File: src/rtl/pipeline_ctrl.sv
// Pipeline control for a 5-stage core: load-use interlock, branch redirect, data-memory wait,
// trap/mret entry with a fixed-length drain, and a saturating count of PC-stall cycles.
module pipeline_ctrl #(
    parameter int unsigned TRAP_DRAIN = 2
) (
    input  logic        i_clk,
    input  logic        i_rst,
    input  logic [4:0]  i_id_rs1,
    input  logic [4:0]  i_id_rs2,
    input  logic        i_id_uses_rs1,
    input  logic        i_id_uses_rs2,
    input  logic        i_ex_valid,
    input  logic        i_ex_is_load,
    input  logic [4:0]  i_ex_rd,
    input  logic        i_ex_redirect,
    input  logic        i_mem_valid,
    input  logic        i_mem_req,
    input  logic        i_mem_ready,
    input  logic        i_mem_trap,
    input  logic        i_mem_mret,
    output logic        o_stall_pc,
    output logic        o_stall_ifid,
    output logic        o_stall_idex,
    output logic        o_stall_exmem,
    output logic        o_flush_ifid,
    output logic        o_flush_idex,
    output logic        o_flush_exmem,
    output logic [1:0]  o_pc_sel,
    output logic [1:0]  o_state,
    output logic [15:0] o_stall_cnt
);

    localparam logic [1:0] StRun     = 2'd0;
    localparam logic [1:0] StMemWait = 2'd1;
    localparam logic [1:0] StTrap    = 2'd2;

    localparam logic [1:0] PcSeq    = 2'd0;
    localparam logic [1:0] PcBranch = 2'd1;
    localparam logic [1:0] PcTrap   = 2'd2;
    localparam logic [1:0] PcMepc   = 2'd3;

    localparam logic [3:0] DrainInit = 4'(TRAP_DRAIN - 1);

    logic [1:0]  state_q, state_d;
    logic [3:0]  trap_cnt_q, trap_cnt_d;
    logic [15:0] stall_cnt_q, stall_cnt_d;

    logic load_use, mem_wait, trap_event;

    assign load_use = i_ex_valid & i_ex_is_load & (i_ex_rd != 5'd0) &
                      ((i_id_uses_rs1 & (i_id_rs1 == i_ex_rd)) |
                       (i_id_uses_rs2 & (i_id_rs2 == i_ex_rd)));
    assign mem_wait   = i_mem_req & ~i_mem_ready;
    // A trap cannot be taken while its own memory access is still outstanding.
    assign trap_event = i_mem_valid & (i_mem_trap | i_mem_mret) & ~mem_wait;

    always_comb begin
        o_stall_pc    = 1'b0;
        o_stall_ifid  = 1'b0;
        o_stall_idex  = 1'b0;
        o_stall_exmem = 1'b0;
        o_flush_ifid  = 1'b0;
        o_flush_idex  = 1'b0;
        o_flush_exmem = 1'b0;
        o_pc_sel      = PcSeq;
        state_d       = state_q;
        trap_cnt_d    = trap_cnt_q;

        if (i_rst) begin
            o_flush_ifid  = 1'b1;
            o_flush_idex  = 1'b1;
            o_flush_exmem = 1'b1;
            state_d       = StRun;
            trap_cnt_d    = 4'd0;
        end else begin
            case (state_q)
                StTrap: begin
                    o_stall_pc    = 1'b1;
                    o_flush_ifid  = 1'b1;
                    o_flush_idex  = 1'b1;
                    o_flush_exmem = 1'b1;
                    if (trap_cnt_q == 4'd0) begin
                        state_d = StRun;
                    end else begin
                        trap_cnt_d = trap_cnt_q - 4'd1;
                    end
                end
                default: begin
                    if (trap_event) begin
                        o_flush_ifid  = 1'b1;
                        o_flush_idex  = 1'b1;
                        o_flush_exmem = 1'b1;
                        o_pc_sel      = (i_mem_mret && !i_mem_trap) ? PcMepc : PcTrap;
                        state_d       = StTrap;
                        trap_cnt_d    = DrainInit;
                    end else if (mem_wait) begin
                        o_stall_pc    = 1'b1;
                        o_stall_ifid  = 1'b1;
                        o_stall_idex  = 1'b1;
                        o_stall_exmem = 1'b1;
                        state_d       = StMemWait;
                    end else if (i_ex_redirect) begin
                        // Redirect squashes the dependent ID instruction, so no interlock.
                        o_flush_ifid = 1'b1;
                        o_flush_idex = 1'b1;
                        o_pc_sel     = PcBranch;
                        state_d      = StRun;
                    end else if (load_use) begin
                        o_stall_pc   = 1'b1;
                        o_stall_ifid = 1'b1;
                        o_flush_idex = 1'b1;
                        state_d      = StRun;
                    end else begin
                        state_d = StRun;
                    end
                end
            endcase
        end
    end

    always_comb begin
        stall_cnt_d = stall_cnt_q;
        if (o_stall_pc && (stall_cnt_q != 16'hFFFF)) begin
            stall_cnt_d = stall_cnt_q + 16'd1;
        end
    end

    always_ff @(posedge i_clk) begin
        if (i_rst) begin
            state_q     <= StRun;
            trap_cnt_q  <= 4'd0;
            stall_cnt_q <= 16'd0;
        end else begin
            state_q     <= state_d;
            trap_cnt_q  <= trap_cnt_d;
            stall_cnt_q <= stall_cnt_d;
        end
    end

    assign o_state     = state_q;
    assign o_stall_cnt = stall_cnt_q;

endmodule

File: config.mk
export PLATFORM = sky130hd
export DESIGN_NAME = pipeline_ctrl
export DESIGN_NICKNAME = d
export VERILOG_FILES = /design/src/rtl/pipeline_ctrl.sv
export SDC_FILE = /design/constraint.sdc
export NUM_CORES = 1
export LEC_CHECK = 0
export ABC_AREA = 0
export BUFFER_PORTS_ARGS = -buffer_cell sky130_fd_sc_hd__buf_4
export CAP_MARGIN = 20
export CORE_ASPECT_RATIO = 0.6
export CORE_UTILIZATION = 43
export DETAILED_ROUTE_END_ITERATION = 16
export GPL_TIMING_DRIVEN = 0
export PLACE_DENSITY = 0.8
export SKIP_LAST_GASP = 1
export SLEW_MARGIN = 10
export SYNTH_ARGS = -nofsm -noshare
export SYNTH_HDL_FRONTEND = slang
export SYNTH_SLANG_ARGS = --single-unit
File: constraint.sdc
create_clock -name i_clk -period 5.9 [get_ports i_clk]
set_input_delay 1.18 -clock i_clk [delete_from_list [all_inputs] [get_ports i_clk]]
set_output_delay 1.18 -clock i_clk [all_outputs]
set_load 0.05 [all_outputs]
After elaboration in Yosys (flattened, before gate mapping)
Cells that the tools add are included.
{"block": "totals", "regBits": 22, "latchBits": 0, "ram_bits": 0, "mem_bits_ro": 0, "inputBits": 27, "out_inout_bits": 27, "wordCells": 68, "mem_count": 0}
{"block": "classes", "add_sub_neg": 2, "mul": 0, "div_mod_pow": 0, "magnitude_cmp": 0, "n_eq_ne": 6, "shifts": 0, "n_mux": 38, "bitwise": 12, "reduce_logical": 7}
{"operator": "$mux 1", "count": 29}
{"operator": "$add 16x1->16 const B", "count": 1}
{"operator": "$ne 16x16->1 const B", "count": 1}
{"operator": "$mux 2", "count": 6}
{"operator": "$mux 4", "count": 3}
{"operator": "$eq 5x5->1", "count": 2}
{"operator": "$and 1x1->1", "count": 8}
{"operator": "$reduce_bool 5->1", "count": 1}
{"operator": "$logic_not 4->1", "count": 1}
{"operator": "$ne 2x2->1 const B", "count": 2}
{"operator": "$sub 4x1->4 const B", "count": 1}
{"operator": "$eq 2x2->1 const B", "count": 1}
{"operator": "$logic_and 1x1->1", "count": 2}
{"operator": "$not 1->1", "count": 2}
{"operator": "$or 1x1->1", "count": 2}
{"operator": "$reduce_and 2->1", "count": 1}
{"operator": "$reduce_bool 2->1", "count": 1}
{"operator": "$logic_not 1->1", "count": 1}

Longest topological paths before layout
Gate-level depths: netlist (run 1).
{"block": "logic_depth", "word_depth": 11, "ltp_mapped": 8, "mapped_depth_nobuf": 7}

Least setup slack after synthesis (run 1)
No wires, ideal clock.
{"block": "synth_path", "path_kind": "input port to output port", "start": "input i_mem_ready", "end": "output o_stall_ifid", "arrival_ns": 2.796, "required_time_ns": 4.720, "path_slack_ns": 1.924, "path_stages": 5, "path_cell_list": "nand2b_1 -> clkbuf_2 -> o21ai_2 -> nand2_1 -> a21oi_1"}
{"block": "synth_between", "elab_chain_cells": 7}
{"element": "start: declaration", "line_no": "18", "rtl": "input logic i_mem_ready,"}
{"element": "$not 1->1 (*)", "line_no": "53", "rtl": "assign mem_wait = i_mem_req & ~i_mem_ready;"}
{"element": "$and 1x1->1 (*)", "line_no": "53"}
{"element": "$not 1->1", "line_no": "55", "rtl": "assign trap_event = i_mem_valid & (i_mem_trap | i_mem_mret) & ~mem_wait;"}
{"element": "$and 1x1->1", "line_no": "55"}
{"element": "$mux 1 (*)", "line_no": "89", "rtl": "if (trap_event) begin"}
{"element": "$mux 1 (*)", "line_no": "76", "rtl": "case (state_q)"}
{"element": "$mux 1 (*)", "line_no": "69", "rtl": "if (i_rst) begin"}
{"element": "end: declaration", "line_no": "22", "rtl": "output logic o_stall_ifid,"}
Every way passes the cells marked *; elsewhere a longest branch is shown, timed or not.

Final worst setup path (run 1)
{"block": "layout_path", "start": "input i_ex_rd[0]", "end": "output o_stall_pc"}
{"block": "layout_between", "elab_chain_cells": 10}
{"element": "start: declaration", "line_no": "14", "rtl": "input logic [4:0] i_ex_rd,"}
{"element": "$eq 5x5->1, on equally long branches", "line_no": "51, 52"}
{"element": "$and 1x1->1, on equally long branches", "line_no": "51, 52"}
{"element": "$or 1x1->1", "line_no": "51", "rtl": "((i_id_uses_rs1 & (i_id_rs1 == i_ex_rd)) |"}
{"element": "$and 1x1->1 (*)", "line_no": "50", "rtl": "assign load_use = i_ex_valid & i_ex_is_load & (i_ex_rd != 5'd0) &"}
{"element": "$mux 1 (*)", "line_no": "108", "rtl": "end else if (load_use) begin"}
{"element": "$mux 1 (*)", "line_no": "102", "rtl": "end else if (i_ex_redirect) begin"}
{"element": "$mux 1 (*)", "line_no": "96", "rtl": "end else if (mem_wait) begin"}
{"element": "$mux 1 (*)", "line_no": "89"}
{"element": "$mux 1 (*)", "line_no": "76"}
{"element": "$mux 1 (*)", "line_no": "69"}
{"element": "end: declaration", "line_no": "21", "rtl": "output logic o_stall_pc,"}
Marked as above.

==> flow_metrics.tcl, run 1 <==
set metrics [dict create \
    layoutNonFillerInstCount 259 \
    setup_viol 0 \
    synth_fp_nets 190 \
    path_category_of_the_worst_min_delay_check "flip-flop to flip-flop" \
    clk_transition_reported_paths_ns 0.09 \
    synthesized_area_per_cell_um2 8.29 \
    wl_per_cell_um 13.3 \
    diodes 0 \
    timing.critical_path.mode_cell "sky130_fd_sc_hd__buf_4" \
    dp.cells 255 \
    power_density_mw_per_mm2 213 \
    slowest_delay_ns 0.39 \
    dieHeight_um 45.0 \
    grt_max_degree 14 \
    finalCriticalPeriod_ns 4.12 \
    grt_pass1_vias 1258 \
    number_of_antenna_violations_at_the_first_check_in_global_routing 0 \
    post_synth_instance_area_mm2 0.00133 \
    run_status "finished clean" \
    synth-edff-count 0 \
    ys_warn_count 0 \
    cp-end-kind "output pin" \
    timing_max_transition_violations_final 0 \
    cts_inserted_buffers 3 \
    detail_route.vias_per_cell 5.39 \
    rsz_0062_raised_after_global_routing "false" \
    area_of_combinational_cells_with_multiple_inputs_um2 827 \
    flip_flop_cell_with_the_highest_count_after_synthesis "sky130_fd_sc_hd__dfxtp_1" \
    post_cts_resized 0 \
    setup_tns_ns 0 \
    post-cts-setup-buffer-count 0 \
    floorplan.initialDensity_pct 45.6 \
    mostFrequentLayoutCell "sky130_fd_sc_hd__buf_4" \
    cts_root_buf "sky130_fd_sc_hd__clkbuf_8" \
    layout.area.seq_um2 440 \
    max_slew_margin_pct 65.9 \
    cts_num_sinks 22 \
    timing.final.crit_share_pct 69.9 \
    fin_total_pwr_w 0.000393 \
    num_vias 1396 \
    portBuffers 53 \
    fraction_of_the_mapped_netlist_area_in_compound_gates_pct 22.5 \
    fp.dieArea_mm2 0.00332 \
    clock_tree_from_tritoncts "done" \
    synth_adder_area_share_pct 2.83 \
    crit_path_max_fanout 10 \
    seq_area_frac_synth_pct 33.2 \
    critical_path_class "primary input to output pin" \
    yosysUniqueCellTypes 41 \
    num_io_pins 54 \
    synth-simple-area-share_pct 28.4 \
    worst-slew-pin-transition_ns 0.512 \
    maximum_clock_insertion_buffer_count 2 \
    cts_hold_repair.buffers 0 \
    post_route_cells_drive_above_1_share_pct 35.0 \
    detail_route.first_pass.iterations 4 \
    wire_length_of_the_first_global_routing_pass_um 5660 \
    synth_seq_cells 22 \
    die_w_um 73.7 \
    core_region_area_mm2 0.00291 \
    nets 248 \
    first_iter_violations 105 \
    clock_insertion_delay_worst_skew_ns 0.27 \
    drv.max_cap_violation_count 0 \
    fillers 266 \
    ir_worst_vdd_mv 0.128 \
    synthesis.instances 160 \
    maximum_frequency_from_static_timing_analysis_mhz 242 \
    fin_hold_ws_ns 0.516 \
    leakage_nw 0.758 \
    layout_common_cells "sky130_fd_sc_hd__buf_4 (55), sky130_fd_sc_hd__dfxtp_1 (22), sky130_fd_sc_hd__a21oi_1 (18), sky130_fd_sc_hd__nand2_1 (14), sky130_fd_sc_hd__nor2_1 (13)" \
    h-tree-depth 1 \
    globalRoute.totalOverflow 0 \
    post_synth_mux_area_share_pct 0.755 \
    crit_chain "buf_4 > or3_1 > o311a_1 > a31oi_2 > buf_4 > nor2_1 > buf_4" \
    fp-row-count 15 \
    hold_viol_final 0 \
    worstPathRequired_ns 4.72 \
    globalRouteTotalUtil_pct 22.4 \
    place.detailed.hpwl_um 2720 \
    worstSetupStartpointType "primary input" \
    critical_path.slowest_cell "sky130_fd_sc_hd__or3_1" \
    placed_cell_area_mm2 0.00178 \
    dominant_combinational_cell_family_by_area_after_synthesis "simple AND/OR/NAND/NOR gates" \
    cp_data_arrival_time_ns 2.94 \
    async_reset_ff_share_pct 0 \
    area.growth.synth_to_final_pct 39.3 \
    final_antenna_net_count 0 \
    post_synthesis_share_of_cell_area_spent_on_xor_and_xnor_gates_pct 7.92 \
    finish.instance_area_mm2 0.00185 \
    fin_worst_skew_ns 0.0121 \
    drt-total-wl_um 3450 \
    finalWeightedCongestion 0.760 \
    drc_errors 0 \
]
-- critical path, delay by kind of cell --
family	cells	cell delay, ns
simple gates	2	0.44
compound gates	2	0.75
buf+inv	3	0.58
-- per-layer routing --
| metal | global-route usage (%) | up-vias | routed length (um) | part of all wire (%) |
|---|---|---|---|---|
| li1 | - | 711 | - | - |
| met1 | 33.4 | 625 | 1820 | 53 |
| met2 | 32.7 | 60 | 1380 | 40 |
| met3 | 6.03 | 0 | 249 | 7.2 |
| met4 | 3.46 | 0 | 0 | 0 |
| met5 | 0 | - | 0 | 0 |
-- Yosys cell counts, types with 3 or more instances --
cell type	count	share of area, %
sky130_fd_sc_hd__ha_1	3	2.8
sky130_fd_sc_hd__or3_1	4	1.9
sky130_fd_sc_hd__a21oi_1	18	6.8
sky130_fd_sc_hd__nor2_1	13	3.7
sky130_fd_sc_hd__nand2_1	14	4.0
sky130_fd_sc_hd__o21ai_0	8	3.0
sky130_fd_sc_hd__nand4_1	5	2.4
sky130_fd_sc_hd__o31ai_1	7	4.0
sky130_fd_sc_hd__or3_2	5	2.8
sky130_fd_sc_hd__inv_1	4	1.1
sky130_fd_sc_hd__or4_1	6	3.4
sky130_fd_sc_hd__nand3_1	4	1.5
sky130_fd_sc_hd__nor3_1	5	1.9
sky130_fd_sc_hd__xnor2_1	10	6.6
sky130_fd_sc_hd__dfxtp_1	22	33
-- stage by stage --
step,setup WS (ns),util (%)
finish,1.78,63.5
global route,1.67,63.5
CTS,1.78,63.5
detailed placement,1.79,61.1
global placement,1.78,61.1
floorplan,1.92,-
-- flip-flops by register name, indices dropped and copies added (netlist names) --
register,cells
o_stall_cnt,16
trap_cnt_q,4
o_state,2
-- final cells by class --
class / instances / share of cell area, %
Timing Repair Buffer: 53 / 21.5
Clock inverter: 1 / 1.62
Sequential cell: 22 / 23.8
Buffer: 6 / 2.37
Clock buffer: 3 / 2.23
Tap cell: 42 / 2.84
Inverter: 4 / 0.812
Multi-Input combinational cell: 128 / 44.8
-- power breakdown --
group	internal [W]	switching, W	total, W
Combinational	0.0000374	0.0000542	0.0000916
Clock	0.0000908	0.0000545	0.000145
Sequential	0.000152	0.00000421	0.000156
Total	0.000280	0.000113	0.000393
-- worst paths after layout --
path                    from              end  slack [ns]  cells past startpoint
max               i_ex_rd[0]       o_stall_pc        1.78                      7
min          o_stall_cnt[15]  o_stall_cnt[15]        0.52                      2
max reg2reg   o_stall_cnt[0]   o_stall_cnt[1]        3.55                      8
min reg2reg  o_stall_cnt[15]  o_stall_cnt[15]        0.52                      2
-- cell families (layout without fill, tap and decap cells) --
logic type,after synthesis,after routing
DFF,22,22
xor gates and xnor gates,12,12
muxes,1,1
buffers and inverters,10,67
AOI/OAI and AO/OA,44,44
and+or+nand+nor,68,68
adders and majority gates,3,3
Note: power is estimated with default switching activity, not from simulation.
==> run 2: changes to the inputs <==
--- a/config.mk
+++ b/config.mk
@@ -12,7 +12,7 @@
 export CORE_UTILIZATION = 43
 export DETAILED_ROUTE_END_ITERATION = 16
 export GPL_TIMING_DRIVEN = 0
-export PLACE_DENSITY = 0.8
+export PLACE_DENSITY = 0.83
 export SKIP_LAST_GASP = 1
 export SLEW_MARGIN = 10
 export SYNTH_ARGS = -nofsm -noshare
==> constraint.sdc (replaced) <==
create_clock -name i_clk -period 3.32 [get_ports i_clk]
set_input_delay 0.664 -clock i_clk [delete_from_list [all_inputs] [get_ports i_clk]]
set_output_delay 0.664 -clock i_clk [all_outputs]
set_load 0.05 [all_outputs]
==> run 2 against run 1 <==
Compared with the run above: register-to-register slack worse by 2.6 ns; worst hold slack worse by 0.0055 ns; final cell count is 0.39% lower; count of clock-buffer cells in the layout stayed put; combinational power is 77% higher; clock power is 12% higher; global-route usage is 0.66 points lower; critical path depth stayed put; via count is 0.93% lower; final area is 1.6% lower; critical path type unchanged.
==> flow_metrics.tcl, run 2 (synthesis gave the netlist of run 1 again) <==
set metrics [dict create \
    run_status "finished clean" \
    fin_total_pwr_w 0.000602 \
    layoutNonFillerInstCount 258 \
    layout.area.seq_um2 440 \
    leakage_nw 0.744 \
    timing.final.crit_share_pct 93.5 \
    rsz_0062_raised_after_global_routing "false" \
    post_cts_resized 0 \
    max_ffs_per_register 16 \
    crit_end "o_stall_pc" \
    diodes 0 \
    portBuffers 53 \
    fp.dieArea_mm2 0.00332 \
    final_antenna_net_count 0 \
    core_region_area_mm2 0.00291 \
    fin_hold_ws_ns 0.511 \
    detail_route.first_pass.iterations 4 \
    intPower_w 0.000418 \
    cts_inserted_buffers 3 \
    globalRouteTotalUtil_pct 21.7 \
    clock_insertion_delay_worst_skew_ns 0.26 \
    number_of_antenna_violations_at_the_first_check_in_global_routing 0 \
    finalWeightedCongestion 0.821 \
    worstReg2RegStart "o_stall_cnt[0]" \
    power_switching_share_pct 30.6 \
    cts_num_sinks 22 \
    cp_data_arrival_time_ns 2.44 \
    worstSetupStartpointType "primary input" \
    clockPowerShare_pct 26.9 \
    first_iter_violations 111 \
    power_frac_comb_pct 26.9 \
    wl_per_cell_um 13.0 \
    globalRoute.totalOverflow 0 \
    drt-total-wl_um 3350 \
    final_core_utilization_pct 62.5 \
    critical_path_class "primary input to output pin" \
    grt_max_degree 12 \
    num_io_pins 54 \
    finalCriticalPeriod_ns 3.11 \
    setup_viol 0 \
    detail_route.vias_per_cell 5.36 \
    reg2reg_to "o_stall_cnt[1]" \
    fillers 266 \
    mostFrequentLayoutCell "sky130_fd_sc_hd__buf_4" \
    timing_max_transition_violations_final 0 \
    dieHeight_um 45.0 \
    crit_path_max_fanout 10 \
    worstPathRequired_ns 2.66 \
    place.detailed.hpwl_um 2670 \
    num_vias 1383 \
    area.growth.synth_to_final_pct 37.1 \
    fp-row-count 15 \
    die_w_um 73.7 \
    h-tree-depth 1 \
    cts_hold_repair.buffers 0 \
    wire_length_of_the_first_global_routing_pass_um 5540 \
    area_of_combinational_cells_with_multiple_inputs_um2 827 \
    power.share.sequential_pct 46.1 \
    power_density_mw_per_mm2 331 \
    fin_worst_skew_ns 0.00425 \
    nets 248 \
    ir_worst_vdd_mv 0.347 \
    maximum_clock_insertion_buffer_count 2 \
    drv.max_cap_violation_count 0 \
    post-cts-setup-buffer-count 0 \
    cp-end-kind "output pin" \
    worst_r2r_path_depth 8 \
    critPathLaunch "i_ex_rd[0]" \
    net_switching_power_w 0.000185 \
    post_route_cells_drive_above_1_share_pct 34.7 \
    floorplan.initialDensity_pct 45.6 \
    max_slew_margin_pct 63.3 \
    maximum_frequency_from_static_timing_analysis_mhz 322 \
    layout_common_cells "sky130_fd_sc_hd__buf_4 (55), sky130_fd_sc_hd__dfxtp_1 (22), sky130_fd_sc_hd__a21oi_1 (18), sky130_fd_sc_hd__nand2_1 (14), sky130_fd_sc_hd__nor2_1 (13)" \
    clock_tree_from_tritoncts "done" \
    clk_transition_reported_paths_ns 0.08 \
    drc_errors 0 \
    grt_pass1_vias 1168 \
    hold_viol_final 0 \
    setup.reg_to_reg.worst_slack_ns 0.99 \
    dp.cells 255 \
    path_category_of_the_worst_min_delay_check "flip-flop to flip-flop" \
    cts_root_buf "sky130_fd_sc_hd__clkbuf_8" \
    setup_tns_ns 0 \
    worst-slew-pin-transition_ns 0.550 \
]
-- run 2: cell types whose count changed in the layout (fill, tap and decap cells not counted), sizes merged --
| cell | delta |
|---|---|
| bufinv | -1 |
-- run 2: worst min path at each step --
stage | start | end | slack [ns] | depth (start not counted)
after floorplan | trap_cnt_q[1] | trap_cnt_q[1] | 0.48 | 2
after global placement | o_stall_cnt[15] | o_stall_cnt[15] | 0.49 | 2
after detailed placement | o_stall_cnt[15] | o_stall_cnt[15] | 0.49 | 2
after CTS | o_stall_cnt[15] | o_stall_cnt[15] | 0.51 | 2
after global routing | o_stall_cnt[15] | o_stall_cnt[15] | 0.54 | 2
final | o_stall_cnt[15] | o_stall_cnt[15] | 0.51 | 2
-- run 2: cell type report --
type,instances,area share (%)
Tap cell,42,2.89
Multi-Input combinational cell,128,45.5
Inverter,4,0.826
Timing Repair Buffer,53,21.9
Buffer,6,2.41
Clock buffer,3,2.27
Sequential cell,22,24.2
-- run 2: worst max-delay path: stages --
cell                      delay (ns)
sky130_fd_sc_hd__buf_4          0.12
sky130_fd_sc_hd__or3_1          0.38
sky130_fd_sc_hd__o311a_1        0.37
sky130_fd_sc_hd__a31oi_2        0.41
sky130_fd_sc_hd__buf_4          0.24
sky130_fd_sc_hd__nor2_1         0.05
sky130_fd_sc_hd__buf_4          0.21
-- run 2: power by group through the flow --
| stage | registers, W | logic [W] | clock network (W) |
|---|---|---|---|
| detailed placement | 0.000284 | 0.000162 | 0 |
| global route | 0.000279 | 0.000175 | 0.000173 |
| floorplan | 0.000297 | 0.0000880 | 0 |
| CTS | 0.000278 | 0.000163 | 0.000166 |
| finish | 0.000278 | 0.000162 | 0.000162 |
| global placement | 0.000284 | 0.000160 | 0 |
-- run 2: metrics by stage --
| stage | cell area (um2) | setup WS (ns) |
|---|---|---|
| final | 1820 | 0.215 |
| after global routing | 1820 | 0.114 |
| after CTS | 1820 | 0.223 |
| after detailed placement | 1780 | 0.230 |
| after global placement | 1780 | 0.220 |
| after floorplan | 1330 | 0.376 |
-- run 2: metal layers --
layer / track usage (%) / vias up / routed length, um
li1: - / 707 / -
met1: 34.7 / 635 / 1720
met2: 29.7 / 41 / 1410
met3: 5.80 / 0 / 212
met4: 1.54 / 0 / 0
met5: 0 / - / 0
